--- config.mk ---
export PLATFORM = sky130hd
export DESIGN_NAME = countdown_timer_bcd
export DESIGN_NICKNAME = d
export VERILOG_FILES = /design/src/rtl/countdown_timer_bcd.sv
export SDC_FILE = /design/constraint.sdc
export NUM_CORES = 1
export LEC_CHECK = 0
export ABC_AREA = 1
export CAP_MARGIN = 5
export CORE_UTILIZATION = 41
export CTS_CLUSTER_DIAMETER = 200
export DETAILED_ROUTE_END_ITERATION = 12
export SETUP_SLACK_MARGIN = 0.5
export SLEW_MARGIN = 20
export SYNTH_ARGS = -nofsm -noshare
export SYNTH_HDL_FRONTEND = slang
export SYNTH_SLANG_ARGS = --single-unit
--- constraint.sdc ---
create_clock -name clk -period 3.35 [get_ports clk]
set_input_delay 0.67 -clock clk [delete_from_list [all_inputs] [get_ports clk]]
set_output_delay 0.67 -clock clk [all_outputs]
set_load 0.005 [all_outputs]
--- src/rtl/countdown_timer_bcd.sv ---
// countdown_timer_bcd
//   Loads an h:m:s preset in binary, clamps each field, and counts down once
//   per 1 Hz tick. It raises a latched alarm and a one-cycle done pulse when
//   the count reaches 00:00:00. The remaining time is presented as registered
//   two-digit BCD per field. Three parallel shift-add-3 converters take W shift
//   cycles plus one publish cycle. Results appear only when complete.
// Ports:
//   clk, reset (sync, active-low)   clock / reset
//   tick                            one-cycle 1 Hz enable
//   load, start, stop, alarm_ack    control strobes
//   h_in, m_in, s_in [W-1:0]        binary preset
//   ht, mt, st [7:0]                BCD remaining time {tens,units}
//   bcd_valid                       BCD outputs match the current count
//   running / alarm / done          RUN state / latched expiry / expiry pulse
module countdown_timer_bcd #(
  parameter int W        = 8,
  parameter int SEC_MAX  = 59,
  parameter int MIN_MAX  = 59,
  parameter int HOUR_MAX = 23
) (
  input  logic         clk,
  input  logic         reset,
  input  logic         tick,
  input  logic         load,
  input  logic         start,
  input  logic         stop,
  input  logic         alarm_ack,
  input  logic [W-1:0] h_in,
  input  logic [W-1:0] m_in,
  input  logic [W-1:0] s_in,
  output logic [7:0]   ht,
  output logic [7:0]   mt,
  output logic [7:0]   st,
  output logic         bcd_valid,
  output logic         running,
  output logic         alarm,
  output logic         done
);

  typedef enum logic [1:0] {IDLE = 2'd0, RUN = 2'd1, PAUSE = 2'd2, EXPIRED = 2'd3} state_t;

  localparam logic [W-1:0] SEC_LIM  = W'(SEC_MAX);
  localparam logic [W-1:0] MIN_LIM  = W'(MIN_MAX);
  localparam logic [W-1:0] HOUR_LIM = W'(HOUR_MAX);
  localparam logic [W-1:0] ZERO     = {W{1'b0}};
  localparam logic [W-1:0] ONE      = W'(1);
  localparam int           CW       = $clog2(W + 2);
  localparam logic [CW-1:0] STEP_LAST = CW'(W);

  // Saturate a preset field at its limit.
  function automatic logic [W-1:0] clamp(input logic [W-1:0] v, input logic [W-1:0] lim);
    return (v > lim) ? lim : v;
  endfunction

  // One double-dabble step: add 3 to any digit >= 5, then shift in the next bit.
  function automatic logic [7:0] dd_step(input logic [7:0] bcd, input logic bit_in);
    logic [7:0] adj;
    adj = bcd;
    if (adj[3:0] >= 4'd5) adj[3:0] = adj[3:0] + 4'd3;
    else                  adj[3:0] = adj[3:0];
    if (adj[7:4] >= 4'd5) adj[7:4] = adj[7:4] + 4'd3;
    else                  adj[7:4] = adj[7:4];
    return {adj[6:0], bit_in};
  endfunction

  state_t         state_r, state_nxt;
  logic [W-1:0]   h_r, m_r, s_r, h_nxt, m_nxt, s_nxt;
  logic [W-1:0]   h_dec_s, m_dec_s, s_dec_s;
  logic           count_zero_s, dec_zero_s, change_s;
  logic           alarm_r, alarm_nxt, done_r, done_nxt, running_r;
  logic           init_r;
  logic [W-1:0]   h_sh_r, m_sh_r, s_sh_r;
  logic [7:0]     h_bcd_r, m_bcd_r, s_bcd_r;
  logic [7:0]     ht_r, mt_r, st_r;
  logic           valid_r, busy_r;
  logic [CW-1:0]  step_r;

  assign count_zero_s = (h_r == ZERO) && (m_r == ZERO) && (s_r == ZERO);
  assign dec_zero_s   = (h_dec_s == ZERO) && (m_dec_s == ZERO) && (s_dec_s == ZERO);

  // Decrement-with-borrow of the current count.
  always_comb begin
    h_dec_s = h_r;
    m_dec_s = m_r;
    s_dec_s = s_r;
    if (s_r != ZERO) begin
      s_dec_s = s_r - ONE;
    end else if (m_r != ZERO) begin
      s_dec_s = SEC_LIM;
      m_dec_s = m_r - ONE;
    end else if (h_r != ZERO) begin
      s_dec_s = SEC_LIM;
      m_dec_s = MIN_LIM;
      h_dec_s = h_r - ONE;
    end else begin
      s_dec_s = s_r;
    end
  end

  // Next-state, next-count and flag logic; change_s marks any count update.
  always_comb begin
    state_nxt = state_r;
    h_nxt     = h_r;
    m_nxt     = m_r;
    s_nxt     = s_r;
    alarm_nxt = alarm_r;
    done_nxt  = 1'b0;
    change_s  = 1'b0;
    case (state_r)
      IDLE, PAUSE: begin
        // load outranks start; stop outranks start
        if (load) begin
          h_nxt    = clamp(h_in, HOUR_LIM);
          m_nxt    = clamp(m_in, MIN_LIM);
          s_nxt    = clamp(s_in, SEC_LIM);
          change_s = 1'b1;
        end else if (start && !stop && !count_zero_s) begin
          state_nxt = RUN;
        end else begin
          state_nxt = state_r;
        end
      end
      RUN: begin
        // a tick is applied before stop; reaching zero outranks stop
        if (tick) begin
          h_nxt    = h_dec_s;
          m_nxt    = m_dec_s;
          s_nxt    = s_dec_s;
          change_s = 1'b1;
          if (dec_zero_s) begin
            state_nxt = EXPIRED;
            alarm_nxt = 1'b1;
            done_nxt  = 1'b1;
          end else if (stop) begin
            state_nxt = PAUSE;
          end else begin
            state_nxt = RUN;
          end
        end else if (stop) begin
          state_nxt = PAUSE;
        end else begin
          state_nxt = RUN;
        end
      end
      EXPIRED: begin
        if (load) begin
          h_nxt     = clamp(h_in, HOUR_LIM);
          m_nxt     = clamp(m_in, MIN_LIM);
          s_nxt     = clamp(s_in, SEC_LIM);
          change_s  = 1'b1;
          alarm_nxt = 1'b0;
          state_nxt = IDLE;
        end else if (alarm_ack) begin
          alarm_nxt = 1'b0;
          state_nxt = IDLE;
        end else begin
          state_nxt = EXPIRED;
        end
      end
      default: begin
        state_nxt = IDLE;
      end
    endcase
  end

  // State, count and status flag registers.
  always_ff @(posedge clk) begin
    if (!reset) begin
      state_r   <= IDLE;
      h_r       <= ZERO;
      m_r       <= ZERO;
      s_r       <= ZERO;
      alarm_r   <= 1'b0;
      done_r    <= 1'b0;
      running_r <= 1'b0;
      init_r    <= 1'b1;
    end else begin
      state_r   <= state_nxt;
      h_r       <= h_nxt;
      m_r       <= m_nxt;
      s_r       <= s_nxt;
      alarm_r   <= alarm_nxt;
      done_r    <= done_nxt;
      running_r <= (state_nxt == RUN);
      init_r    <= 1'b0;
    end
  end

  // BCD converter: snapshot the new count, W shift steps, then publish.
  // init_r makes the first cycle after reset release count as a trigger.
  always_ff @(posedge clk) begin
    if (!reset) begin
      h_sh_r  <= ZERO;
      m_sh_r  <= ZERO;
      s_sh_r  <= ZERO;
      h_bcd_r <= 8'h00;
      m_bcd_r <= 8'h00;
      s_bcd_r <= 8'h00;
      ht_r    <= 8'h00;
      mt_r    <= 8'h00;
      st_r    <= 8'h00;
      valid_r <= 1'b1;
      busy_r  <= 1'b0;
      step_r  <= {CW{1'b0}};
    end else if (change_s || init_r) begin
      h_sh_r  <= h_nxt;
      m_sh_r  <= m_nxt;
      s_sh_r  <= s_nxt;
      h_bcd_r <= 8'h00;
      m_bcd_r <= 8'h00;
      s_bcd_r <= 8'h00;
      valid_r <= 1'b0;
      busy_r  <= 1'b1;
      step_r  <= {CW{1'b0}};
    end else if (busy_r) begin
      if (step_r == STEP_LAST) begin
        ht_r    <= h_bcd_r;
        mt_r    <= m_bcd_r;
        st_r    <= s_bcd_r;
        valid_r <= 1'b1;
        busy_r  <= 1'b0;
      end else begin
        h_bcd_r <= dd_step(h_bcd_r, h_sh_r[W-1]);
        m_bcd_r <= dd_step(m_bcd_r, m_sh_r[W-1]);
        s_bcd_r <= dd_step(s_bcd_r, s_sh_r[W-1]);
        h_sh_r  <= {h_sh_r[W-2:0], 1'b0};
        m_sh_r  <= {m_sh_r[W-2:0], 1'b0};
        s_sh_r  <= {s_sh_r[W-2:0], 1'b0};
        step_r  <= step_r + CW'(1);
      end
    end else begin
      busy_r <= 1'b0;
    end
  end

  assign ht        = ht_r;
  assign mt        = mt_r;
  assign st        = st_r;
  assign bcd_valid = valid_r;
  assign running   = running_r;
  assign alarm     = alarm_r;
  assign done      = done_r;

endmodule
==> results.cfg <==
[run_status]
outcome = finished clean

[yosys]
ys_ff_latch = 108
syn_area_per_cell_um2 = 7.04
synth-async-reset-ratio_pct = 0
synthTopCellsByArea = dfxtp_1 37%, nand2_1 9.9%, o21ai_0 7.1%
netlist_instances = 827
syn_nets = 875
synth_ff_type = dfxtp_1
synth_edf_count = 0
yosysTopAreaCell = dfxtp_1
ys_seq_area_share_pct = 37.2
syn_area_mm2 = 0.00582
synth_warnings = 0
synth.distinct_cells = 48
synth_top_area_share_pct = 37.2

[pwr]
power.switching_mw = 0.887
pwr-share-comb_pct = 18.0
power_density_mw_per_mm2 = 425
swShare_pct = 30.5
clock_power_share_pct = 35.0
p_int_mw = 2.02
vdd_drop_max_mv = 0.322
p_leak_nw = 2.85
power_frac_seq_pct = 47.0
p_total_mw = 2.91

[setup_path]
cp-startpoint = state_r[0]
timing.rr.start = state_r[0]
arrival_ps = 2910
worstSetupPathType = reg2reg
reg2reg_depth = 11
required_ps = 3580
critPathCaptureType = flip-flop
critPathMaxFanout = 30
cp-start-kind = flip-flop

[clocking]
cts_sinks = 108
cts_tree = yes
path_clk_slew_ps = 70
clk-insertion-delay-late_ps = 350
clock_path_buffers = 2
hold_buffers = 0
root_buffer = clkbuf_16
cts_resized = 0
cts_buffers = 9
post_cts.repair.setup_buffers = 0
htreeDepth = 3

[grt]
grt_use_total_pct = 23.2
antenna_found_initial = 0
grt_start_max_net_pins = 55
overflow = 0
grt_pass1_wl_um = 26300
grt_pass1_vias = 5100

[route]
route.vias.total = 5661
wirelength_um = 16800
detailedRoute.firstPassIterationCount = 7
wl_per_cell_um = 15.8
drc = 0
ant_nets = 0
dr.first_iter.drc_count = 427
vias_per_cell = 5.34

[timing]
finalClockSkew_ps = 8.39
period_needed_ps = 2680
maxSlewHeadroom_pct = 58.1
hold_violations = 0
holdWs_ps = 456
finalSetupViolCount = 0
fmax_mhz = 374
finalSetupTns_ps = 0
fin_ws_ps = 675
slew_violations = 0
finalCritPeriodShare_pct = 79.9
worst_pin_slew_ps = 624
rsz0062_at_grt = no

[floorplan]
ios = 59
start_util_pct = 41.9
die_area_mm2 = 0.0147
fp.coreArea_mm2 = 0.0139
die_h_um = 121
die_w_um = 121
rows = 43

[cells_and_area]
instances_no_fill = 1061
drive_above_1_share_pct = 6.70
fin_util_pct = 49.3
syn_to_final_growth_pct = 17.5
antenna_cells = 0
nNetsFinal = 924
fin_area_mm2 = 0.00684

[min_path]
hold_depth = 2
hold_path.class = reg2reg
hp-start = alarm

[place]
gp_congestion = 0.928
hpwl_um = 12400
dp.cells = 1045
port_buffers = 58
preCtsSetupSlack_ps = 377
placed_area_mm2 = 0.00656

[flow_run]
drv_cap = 0
## path summary, 6_finish.rpt
check | slack (ps) | endpoint
worst max-delay path | 670 | step_r[2]
worst min-delay path | 460 | alarm
worst min register to register | 460 | alarm
worst max register to register | 670 | step_r[2]
## worst max-delay path, cell delays in order, from the launching register on
cell     delay [ps]
dfxtp_1         330
inv_1           110
nor2_4           40
inv_1           400
nor2_4          180
nor2_1          360
nor2_4          120
inv_4           240
nor2_8           40
inv_2           410
buf_4           240
a21oi_1          50
## metal layers
layer	vias up	GRT usage (%)	wire length, um
met5	-	0	0
met4	0	8.49	306
met3	19	3.20	982
met2	172	36.8	7660
met1	2617	32.0	7810
li1	2853	-	-
## power by group through the flow
stage          logic (mW)  registers [mW]  clock network (mW)
6_report            0.524            1.36                1.02
2_1_floorplan       0.374            1.38                   0
3_3_place_gp        0.515            1.39                   0
5_1_grt             0.578            1.37                1.09
3_5_place_dp        0.518            1.39                   0
4_1_cts             0.520            1.36                1.04
## registers in the layout, summed over array words and instances (netlist names), 4 cells and up
| register | flops |
|---|---|
| h_bcd_r | 8 |
| h_r | 8 |
| h_sh_r | 8 |
| ht | 8 |
| m_bcd_r | 8 |
| m_r | 8 |
| m_sh_r | 8 |
| mt | 8 |
| s_bcd_r | 8 |
| s_r | 8 |
| s_sh_r | 8 |
| st | 8 |
| step_r | 4 |
## cell usage in the layout, fill, tap and decap left out, drive strengths merged, types with 4 or more instances in the layout
cell type | synthesis | final
nand2 | 160 | 160
dfxtp | 108 | 108
nor2 | 103 | 103
inv | 97 | 99
o21ai | 86 | 86
a21oi | 68 | 68
clkdlybuf4s50 | 0 | 58
nand3 | 49 | 49
nand4 | 18 | 18
ha | 17 | 17
nor3 | 16 | 16
o211ai | 13 | 13
buf | 10 | 13
xor2 | 11 | 11
clkbuf | 23 | 10
a221oi | 8 | 8
clkinv | 5 | 6
mux2i | 4 | 4
o31ai | 4 | 4
o22ai | 4 | 4
## synth_stat cells, types with 4 or more instances
library cell and number:
a21oi_1 68, a221oi_1 8, buf_2 6, clkbuf_1 22
clkinv_1 5, dfxtp_1 108, ha_1 17, inv_1 91
inv_2 5, mux2i_1 4, nand2_1 154, nand2_2 5
nand3_1 44, nand4_1 18, nor2_1 91, nor2_2 5
nor2_4 4, nor3_1 16, o211ai_1 13, o21ai_0 83
o22ai_1 4, o31ai_1 4, xor2_1 11
## layout make-up
type | instances | area, um2
clock buffer | 10 | 229
clock inverter | 6 | 48.8
fill | 1398 | 7040
inverter | 102 | 385
multi-input combinational | 584 | 3110
sequential | 108 | 2160
tap | 180 | 225
timing repair buffer | 71 | 678
## cell families after synthesis
logic type               synth area share (%)
XOR/XNOR                                 1.81
buffers and inverters                    9.42
AO/OA/AOI/OAI                            19.8
multiplexers                            0.688
adder cells (fa/ha/maj)                  3.66
flip-flops                               37.2
AND/OR/NAND/NOR                          27.5
(Power assumes the default switching activity.)
